## config.mk

```make
export PLATFORM = sky130hd
export DESIGN_NAME = alu_exec_unit
export DESIGN_NICKNAME = d
export VERILOG_FILES = /design/src/rtl/alu_exec_unit.sv
export SDC_FILE = /design/constraint.sdc
export NUM_CORES = 1
export LEC_CHECK = 0
export CORE_UTILIZATION = 53
export CTS_CLUSTER_DIAMETER = 40
export CTS_CLUSTER_SIZE = 25
export DETAILED_ROUTE_END_ITERATION = 16
export PLACE_DENSITY = 0.78
export SLEW_MARGIN = 15
export SYNTH_ARGS = -nofsm -noshare
export SYNTH_HDL_FRONTEND = slang
export SYNTH_SLANG_ARGS = --single-unit
export TNS_END_PERCENT = 10
```

## constraint.sdc

```tcl
create_clock -name clk_i -period 3.59 [get_ports clk_i]
set_clock_uncertainty 0.15 [all_clocks]
set_input_delay 0.5385 -clock clk_i [delete_from_list [all_inputs] [get_ports clk_i]]
set_output_delay 0.5385 -clock clk_i [all_outputs]
set_load 0.02 [all_outputs]
```

## src/rtl/alu_exec_unit.sv

```systemverilog
// EX-stage ALU: ALUOp/funct decode, single-cycle add/sub/and/or, iterative shift-add mul,
// valid/ready on both sides. Define ALU_SLT_EN to add signed set-less-than (funct 0x2A).
module alu_exec_unit #(
  parameter int DATA_W   = 32,
  parameter int MUL_STEP = 1
) (
  input  logic              clk_i,
  input  logic              rst_n_i,
  input  logic              valid_i,
  output logic              ready_o,
  input  logic [1:0]        ALUOp_i,
  input  logic [5:0]        funct_i,
  input  logic [DATA_W-1:0] src1_i,
  input  logic [DATA_W-1:0] src2_i,
  output logic              valid_o,
  input  logic              ready_i,
  output logic [DATA_W-1:0] result_o,
  output logic              zero_o,
  output logic [2:0]        ALUCtrl_o,
  output logic              illegal_o
);

  localparam int N     = DATA_W / MUL_STEP;
  localparam int CNT_W = $clog2(N + 1);

  typedef enum logic {IDLE, MUL_RUN} state_t;

  state_t              state_q, state_d;
  logic                valid_q, valid_d;
  logic [DATA_W-1:0]   result_q, result_d;
  logic                zero_q, zero_d;
  logic [2:0]          ctrl_q, ctrl_d;
  logic                illegal_q, illegal_d;
  logic [DATA_W-1:0]   a_q, a_d, b_q, b_d, acc_q, acc_d;
  logic [CNT_W-1:0]    cnt_q, cnt_d;

  logic [2:0]          dec_ctrl;
  logic                dec_illegal, dec_is_mul, accept;
  logic [DATA_W-1:0]   exec_res, partial, acc_sum;

  assign ready_o = (state_q == IDLE) && (!valid_q || ready_i);
  assign accept  = valid_i && ready_o;

  // NOTE: every output of a combinational block gets a default first, so no path infers a latch.
  always_comb begin
    dec_ctrl    = 3'b000;
    dec_illegal = 1'b0;
    unique case (ALUOp_i)
      2'b00: dec_ctrl = 3'b010;
      2'b01: dec_ctrl = 3'b110;
      2'b10: dec_ctrl = 3'b001;
      default: begin
        unique case (funct_i)
          6'h20: dec_ctrl = 3'b010;
          6'h22: dec_ctrl = 3'b110;
          6'h24: dec_ctrl = 3'b000;
          6'h25: dec_ctrl = 3'b001;
          6'h18: dec_ctrl = 3'b101;
`ifdef ALU_SLT_EN
          6'h2A: dec_ctrl = 3'b111;
`endif
          default: dec_illegal = 1'b1;
        endcase
      end
    endcase
  end

  assign dec_is_mul = !dec_illegal && (dec_ctrl == 3'b101);

  always_comb begin
    exec_res = '0;
    if (!dec_illegal) begin
      unique case (dec_ctrl)
        3'b010: exec_res = src1_i + src2_i;
        3'b110: exec_res = src1_i - src2_i;
        3'b000: exec_res = src1_i & src2_i;
        3'b001: exec_res = src1_i | src2_i;
`ifdef ALU_SLT_EN
        3'b111: exec_res = {{(DATA_W-1){1'b0}}, ($signed(src1_i) < $signed(src2_i))};
`endif
        default: exec_res = '0;
      endcase
    end
  end

  // a_q is pre-shifted each step, so bit j of b_q weights a_q << j.
  always_comb begin
    partial = '0;
    for (int j = 0; j < MUL_STEP; j++) begin
      if (b_q[j]) partial = partial + (a_q << j);
    end
    acc_sum = acc_q + partial;
  end

  always_comb begin
    state_d   = state_q;
    valid_d   = valid_q;
    result_d  = result_q;
    zero_d    = zero_q;
    ctrl_d    = ctrl_q;
    illegal_d = illegal_q;
    a_d       = a_q;
    b_d       = b_q;
    acc_d     = acc_q;
    cnt_d     = cnt_q;
    unique case (state_q)
      IDLE: begin
        if (accept) begin
          if (dec_is_mul) begin
            a_d     = src1_i;
            b_d     = src2_i;
            acc_d   = '0;
            cnt_d   = '0;
            valid_d = 1'b0;
            state_d = MUL_RUN;
          end else begin
            result_d  = exec_res;
            zero_d    = (exec_res == '0);
            ctrl_d    = dec_ctrl;
            illegal_d = dec_illegal;
            valid_d   = 1'b1;
          end
        end else if (ready_i) begin
          valid_d = 1'b0;
        end
      end
      MUL_RUN: begin
        acc_d = acc_sum;
        a_d   = a_q << MUL_STEP;
        b_d   = b_q >> MUL_STEP;
        cnt_d = cnt_q + CNT_W'(1);
        if (cnt_q == CNT_W'(N - 1)) begin
          result_d  = acc_sum;
          zero_d    = (acc_sum == '0);
          ctrl_d    = 3'b101;
          illegal_d = 1'b0;
          valid_d   = 1'b1;
          state_d   = IDLE;
        end
      end
      default: state_d = IDLE;
    endcase
  end

  // NOTE: sequential state uses non-blocking assignments so all registers update from pre-edge values.
  always_ff @(posedge clk_i or negedge rst_n_i) begin
    if (!rst_n_i) begin
      state_q   <= IDLE;
      valid_q   <= 1'b0;
      result_q  <= '0;
      zero_q    <= 1'b0;
      ctrl_q    <= 3'b000;
      illegal_q <= 1'b0;
      a_q       <= '0;
      b_q       <= '0;
      acc_q     <= '0;
      cnt_q     <= '0;
    end else begin
      state_q   <= state_d;
      valid_q   <= valid_d;
      result_q  <= result_d;
      zero_q    <= zero_d;
      ctrl_q    <= ctrl_d;
      illegal_q <= illegal_d;
      a_q       <= a_d;
      b_q       <= b_d;
      acc_q     <= acc_d;
      cnt_q     <= cnt_d;
    end
  end

  assign valid_o   = valid_q;
  assign result_o  = result_q;
  assign zero_o    = zero_q;
  assign ALUCtrl_o = ctrl_q;
  assign illegal_o = illegal_q;

endmodule
```

=== After elaboration in Yosys (flattened, before gate mapping) ===
Index checks and enable logic that the tools add are counted.

* Flip-flop bits (word level): 141
* Bits of input ports: 76
* Logic and storage cells: 93

* $add $sub $neg: 4
* Equal/unequal tests: 17
* Multiplexer cells: 44
* Bitwise operators: 3
* Reductions and logical operators: 15

{| class="wikitable"
|+ Operators by type and width
! kind !! number
|-
| $mux W32 || 11
|-
| $pmux W32 S2 || 4
|-
| $pmux W32 S4 || 1
|-
| $add A32 B32 Y32 || 2
|-
| $logic_not A32 Y1 || 2
|-
| $and A32 B32 Y32 || 1
|-
| $or A32 B32 Y32 || 1
|-
| $sub A32 B32 Y32 || 1
|-
| $eq A6 B6 Y1 const B || 4
|-
| $mux W1 || 15
|-
| $eq A6 B5 Y1 const B || 2
|-
| $mux W6 || 2
|-
| $pmux W3 S4 || 1
|-
| $pmux W6 S2 || 1
|-
| $mux W3 || 3
|-
| $pmux W3 S3 || 1
|-
| $pmux W1 S2 || 4
|-
| $add A6 B1 Y6 const B || 1
|-
| $eq A3 B3 Y1 const B || 2
|-
| $ne A2 B2 Y1 const B || 3
|-
| $pmux W3 S2 || 1
|-
| $reduce_or A5 Y1 || 1
|-
| $reduce_and A2 Y1 || 2
|-
| $eq A3 B1 Y1 const B || 1
|-
| other kinds (13) || 16
|}

=== Longest topological paths before layout ===
* Word-level depth: 10
* Mapped depth: 22
* Gate-level depth less buffers: 20

=== Least setup slack after synthesis ===
OpenSTA, ideal clock, no wires.

* Path type: input-to-reg
* Start point: in funct_i[4]
* End point: reg zero_q, in the netlist zero_o
* Setup time: 95 ps
* Arrival: 4918 ps
* Required time: 3345 ps
* Slack: -1573 ps
* Cell stages on the path: 21
* Buffers on the path: 5
* Cell sequence: nor3b_4 > a31o_1 > clkbuf_1 > clkbuf_1 > buf_1 > nand2_1 > clkbuf_1 > nand2_1 > xor2_1 > ha_1 > clkbuf_1 > and3_1 > a311oi_1 > a31oi_1 > a311o_1 > xor2_1 > o21ai_0 > or4b_1 > nor2_1 > a32oi_1 > o31ai_1

* Word-level cells in the longest chain between the ends: 10
* Elaborated cells on any way between the ends: 25
* Classes of those cells: eq/ne: 10; mux: 9; reduce/logical: 6

{| class="wikitable"
|+ Ends and longest elaborated chain
! item !! line !! source
|-
| from (decl) || 12 || <nowiki>input logic [5:0] funct_i,</nowiki>
|-
| $eq A6 B5 Y1 / $eq A6 B6 Y1 (equally long branches) || 53 || <nowiki>unique case (funct_i)</nowiki>
|-
| $pmux W3 S4 || 53 ||
|-
| $pmux W3 S3 || 48 || <nowiki>unique case (ALUOp_i)</nowiki>
|-
| $eq A3 B1 Y1 (tied with other cells) || 73 || <nowiki>unique case (dec_ctrl)</nowiki>
|-
| $pmux W32 S4 || 73 ||
|-
| $mux W32 || 72 || <nowiki>if (!dec_illegal) begin</nowiki>
|-
| $logic_not A32 Y1 || 118 || <nowiki>zero_d = (exec_res == '0);</nowiki>
|-
| $mux W1 || 109 || <nowiki>if (dec_is_mul) begin</nowiki>
|-
| $mux W1 || 108 || <nowiki>if (accept) begin</nowiki>
|-
| $pmux W1 S2 || 106 || <nowiki>unique case (state_q)</nowiki>
|-
| to (signal assigned) || 162 || <nowiki>zero_q <= zero_d;</nowiki>
|-
| to (decl) || 31 || <nowiki>logic zero_q, zero_d;</nowiki>
|}

Parallel ways exist; a longest one is shown, timed or not. The select of a mux whose other input is x is not followed.
A chain may end at the register's enable or synchronous reset.

=== Worst setup path in the final report ===
* Start point: in funct_i[5]
* End point: reg zero_q, in the netlist zero_o

Same word-level chain as after synthesis.

==> reports/qor.txt <==
layout cell share with drive strength beyond 1 = 31.5%
largest net degree at the start of global routing = 87
Post-Route WL = 42900 um
Core Area = 20400 um2
DRC = 0
CTS Buf Count = 17
vias per cell = 6.21
Crit Path Class = in -> reg
WHS = 330 ps
flops & latches, synth = 141
most frequent cells in the layout = buf_4 (351), nor2_1 (197), dfrtp_1 (140), nand2_1 (131), o21ai_0 (97)
die area = 21700 um2
Post-synth ARST share = 100%
end of the worst register-to-register path = zero_o
WHS Endpoint = ALUCtrl_o[1]
cells after synthesis = 1416
status = finished with violations
pre-CTS setup slack = -1920 ps
Final WS setup = -998 ps
CP Max Fanout = 6
max cap viols = 0
number of distinct library cells after synthesis = 83
WP data required = 3770 ps
Iter 0 DRT Violations = 1246
height of the die = 147 um
first-pass GRT wire length = 65800 um
CTS tree = yes
# fillers = 1305
CTS H-Tree Depth = 4
vias in the first global route = 12500
r2r startpoint = a_q[0]
Max-slew headroom = 17.2%
Post-DRT Antenna Nets = 0
CP Capture Type = flop
Ys Warns = 0
Fin. Hold Viols = 0
Root Buffer = clkbuf_16
Worst Path Arrival = 4770 ps
Power Dens Cells = 944 nW/um2
max-slew violation count = 0
Pwr Total = 15.8 mW
area delta synth->final = 49.6%
Die X = 147 um
port bufs = 114
initial antenna violation count = 0
Site Rows = 52
routed via count = 13100
most common cell after layout, fill and taps aside = buf_4
fin area = 16700 um2
Highest Clock Rate = 0.218 GHz
DR pass1 iterations = 6
Post-Synthesis Cell Area = 11200 um2
clock sink count = 141
Initial Utilization = 54.7%
CTS max path bufs = 2
LEAKAGE = 7.48 nW
Main synth FF type = dfrtp_1
Hold Startpoint = ALUCtrl_o[1]
DR WL/cell = 20.3 um
Avg Cell Area, Syn = 7.90 um2
post-layout min period = 4590 ps
Placed Area = 14900 um2
path depth of the worst reg2reg path = 14
CP startpoint kind = input pin
detailed placer's ending HPWL = 30500 um
fin util = 81.9%
Multi-input gate area = 8190 um2
measured slew at the worst slew-check pin = 1240 ps
Reg area = 3530 um2
RSZ-0062 raised after global routing = true
failing checks = setup timing
reg2reg setup slack = -520 ps
Diodes inserted = 0
fin crit share = 128%
syn_nets = 1560
Congestion Overflow GR = 0
worst IR drop on VDD = 0.499 mV
Post-synth EDFFs = 0
Finish-stage setup viols = 28
fraction of the yosys area taken by sequential cells = 31.6%
nets = 1976
Worst-path clk slew = 60 ps
hold depth = 2
worst hold-check path type = reg -> reg
I/O pin total = 115
GRT Total Usage = 38.7%
clk_lat worst skew = 430 ps
RePlAce Congestion = 0.952
worst max-delay path by stage:
stage	start	end	slack, ps	cells after the start
after floorplan	src2_i[6]	zero_o	-1090	18
after global placement	src2_i[6]	zero_o	-1850	18
after detailed placement	src2_i[6]	zero_o	-1920	18
after CTS	src2_i[7]	zero_o	-980	20
after global routing	src2_i[0]	zero_o	-1200	21
final	funct_i[5]	zero_o	-1000	23
report_power, final:
part	internal, mW	switching (mW)	leakage, nW
Clock	1.26	0.773	0.320
Sequential	2.40	0.490	1.61
Combinational	5.01	5.86	5.55
Total	8.67	7.12	7.48
worst max-delay path, cell delays in order:
cell,delay (ps)
clkbuf_2,90
and4bb_1,290
a21o_1,150
nand2_1,80
a21oi_2,220
nand2_2,130
buf_8,170
o31ai_4,60
xor2_1,190
ha_1,280
buf_6,130
o211ai_1,300
o21a_2,250
buf_4,140
o2bb2ai_1,110
xnor2_1,140
a221o_1,350
nor2_2,150
nand4_1,140
or4_4,560
nor2_4,120
a32oi_1,100
o31ai_1,80
logic make-up (layout without fill, tap and decap cells):
logic type | count (synthesis) | count (layout) | share of synthesized area (%)
xor+xnor | 83 | 83 | 6.50
fa+ha+maj | 68 | 68 | 7.74
mux | 17 | 17 | 1.67
compound gates | 469 | 469 | 26.9
flops | 141 | 141 | 31.6
simple gates | 531 | 531 | 21.9
buf+inv | 107 | 535 | 3.69
stage by stage:
| stage | std cells | setup TNS, ps |
|---|---|---|
| finish | 2114 | -12790 |
| global route | 2114 | -17130 |
| CTS | 2091 | -12020 |
| detailed placement | 2044 | -38550 |
| global placement | 2044 | -36570 |
| floorplan | 1416 | -12250 |
routing by layer:
layer	global-route usage, %	vias up	routed length [um]	share of wire (%)
met2	60.8	746	19400	45
li1	-	5988	-	-
met1	53.7	6265	18200	42
met5	0	-	0	0
met3	6.80	128	3730	8.7
met4	13.1	0	1560	3.6
timing repair:
action / in CTS / in global routing
hold endpoints to repair: 61 / 0
hold buffers: 1 / 0
resized for setup: 149 / 87
gates cloned: 1 / 0
buffers inserted: 14 / 23
pin swaps: 77 / 88
endpoints found under the setup margin: 33 / 35
final cells by class:
| type | count | share of cell area (%) |
|---|---|---|
| multi-input cells | 1168 | 48.9 |
| well taps | 270 | 2.02 |
| clock inverters | 12 | 1.26 |
| repair buffers | 478 | 23.5 |
| inverters | 26 | 0.583 |
| clock buffers | 19 | 2.65 |
| flip-flops and latches | 141 | 21.1 |
synth_stat cells (4+ instances only):
cell,count,area share [%]
dfrtp_1,141,32
mux2_2,13,1.3
o22ai_1,72,4.0
xnor2_1,45,3.5
o21a_1,11,0.74
a21o_1,27,1.8
o31ai_1,9,0.60
a21oi_1,101,4.5
a32oi_1,5,0.39
a311oi_1,4,0.31
a22oi_1,10,0.67
clkbuf_1,69,2.3
a31oi_1,13,0.73
or3_1,11,0.62
a31o_2,6,0.47
buf_1,8,0.27
or2_2,5,0.28
a21boi_0,6,0.40
and2_1,41,2.3
and3_1,11,0.62
nor3_1,15,0.67
o2111ai_1,8,0.63
ha_1,66,7.4
nor2_1,207,6.9
nand2_1,142,4.8
mux2i_1,4,0.36
nor2b_1,5,0.28
o21ai_0,110,4.9
xor2_1,38,3.0
a211oi_1,9,0.60
nand4_1,16,0.90
nand3_1,37,1.7
a22o_1,12,0.94
o211ai_1,7,0.47
nor4_1,8,0.45
inv_1,26,0.87
nand2b_1,11,0.62
o21ai_1,7,0.31
o21bai_1,4,0.27
registers in the layout, indices dropped and copies added (netlist names):
name       count
state_q        1
acc_q         32
cnt_q          6
result_o      32
zero_o         1
b_q           32
ALUCtrl_o      3
valid_o        1
a_q           32
illegal_o      1
No activity file was read; power rests on OpenSTA's default activity.
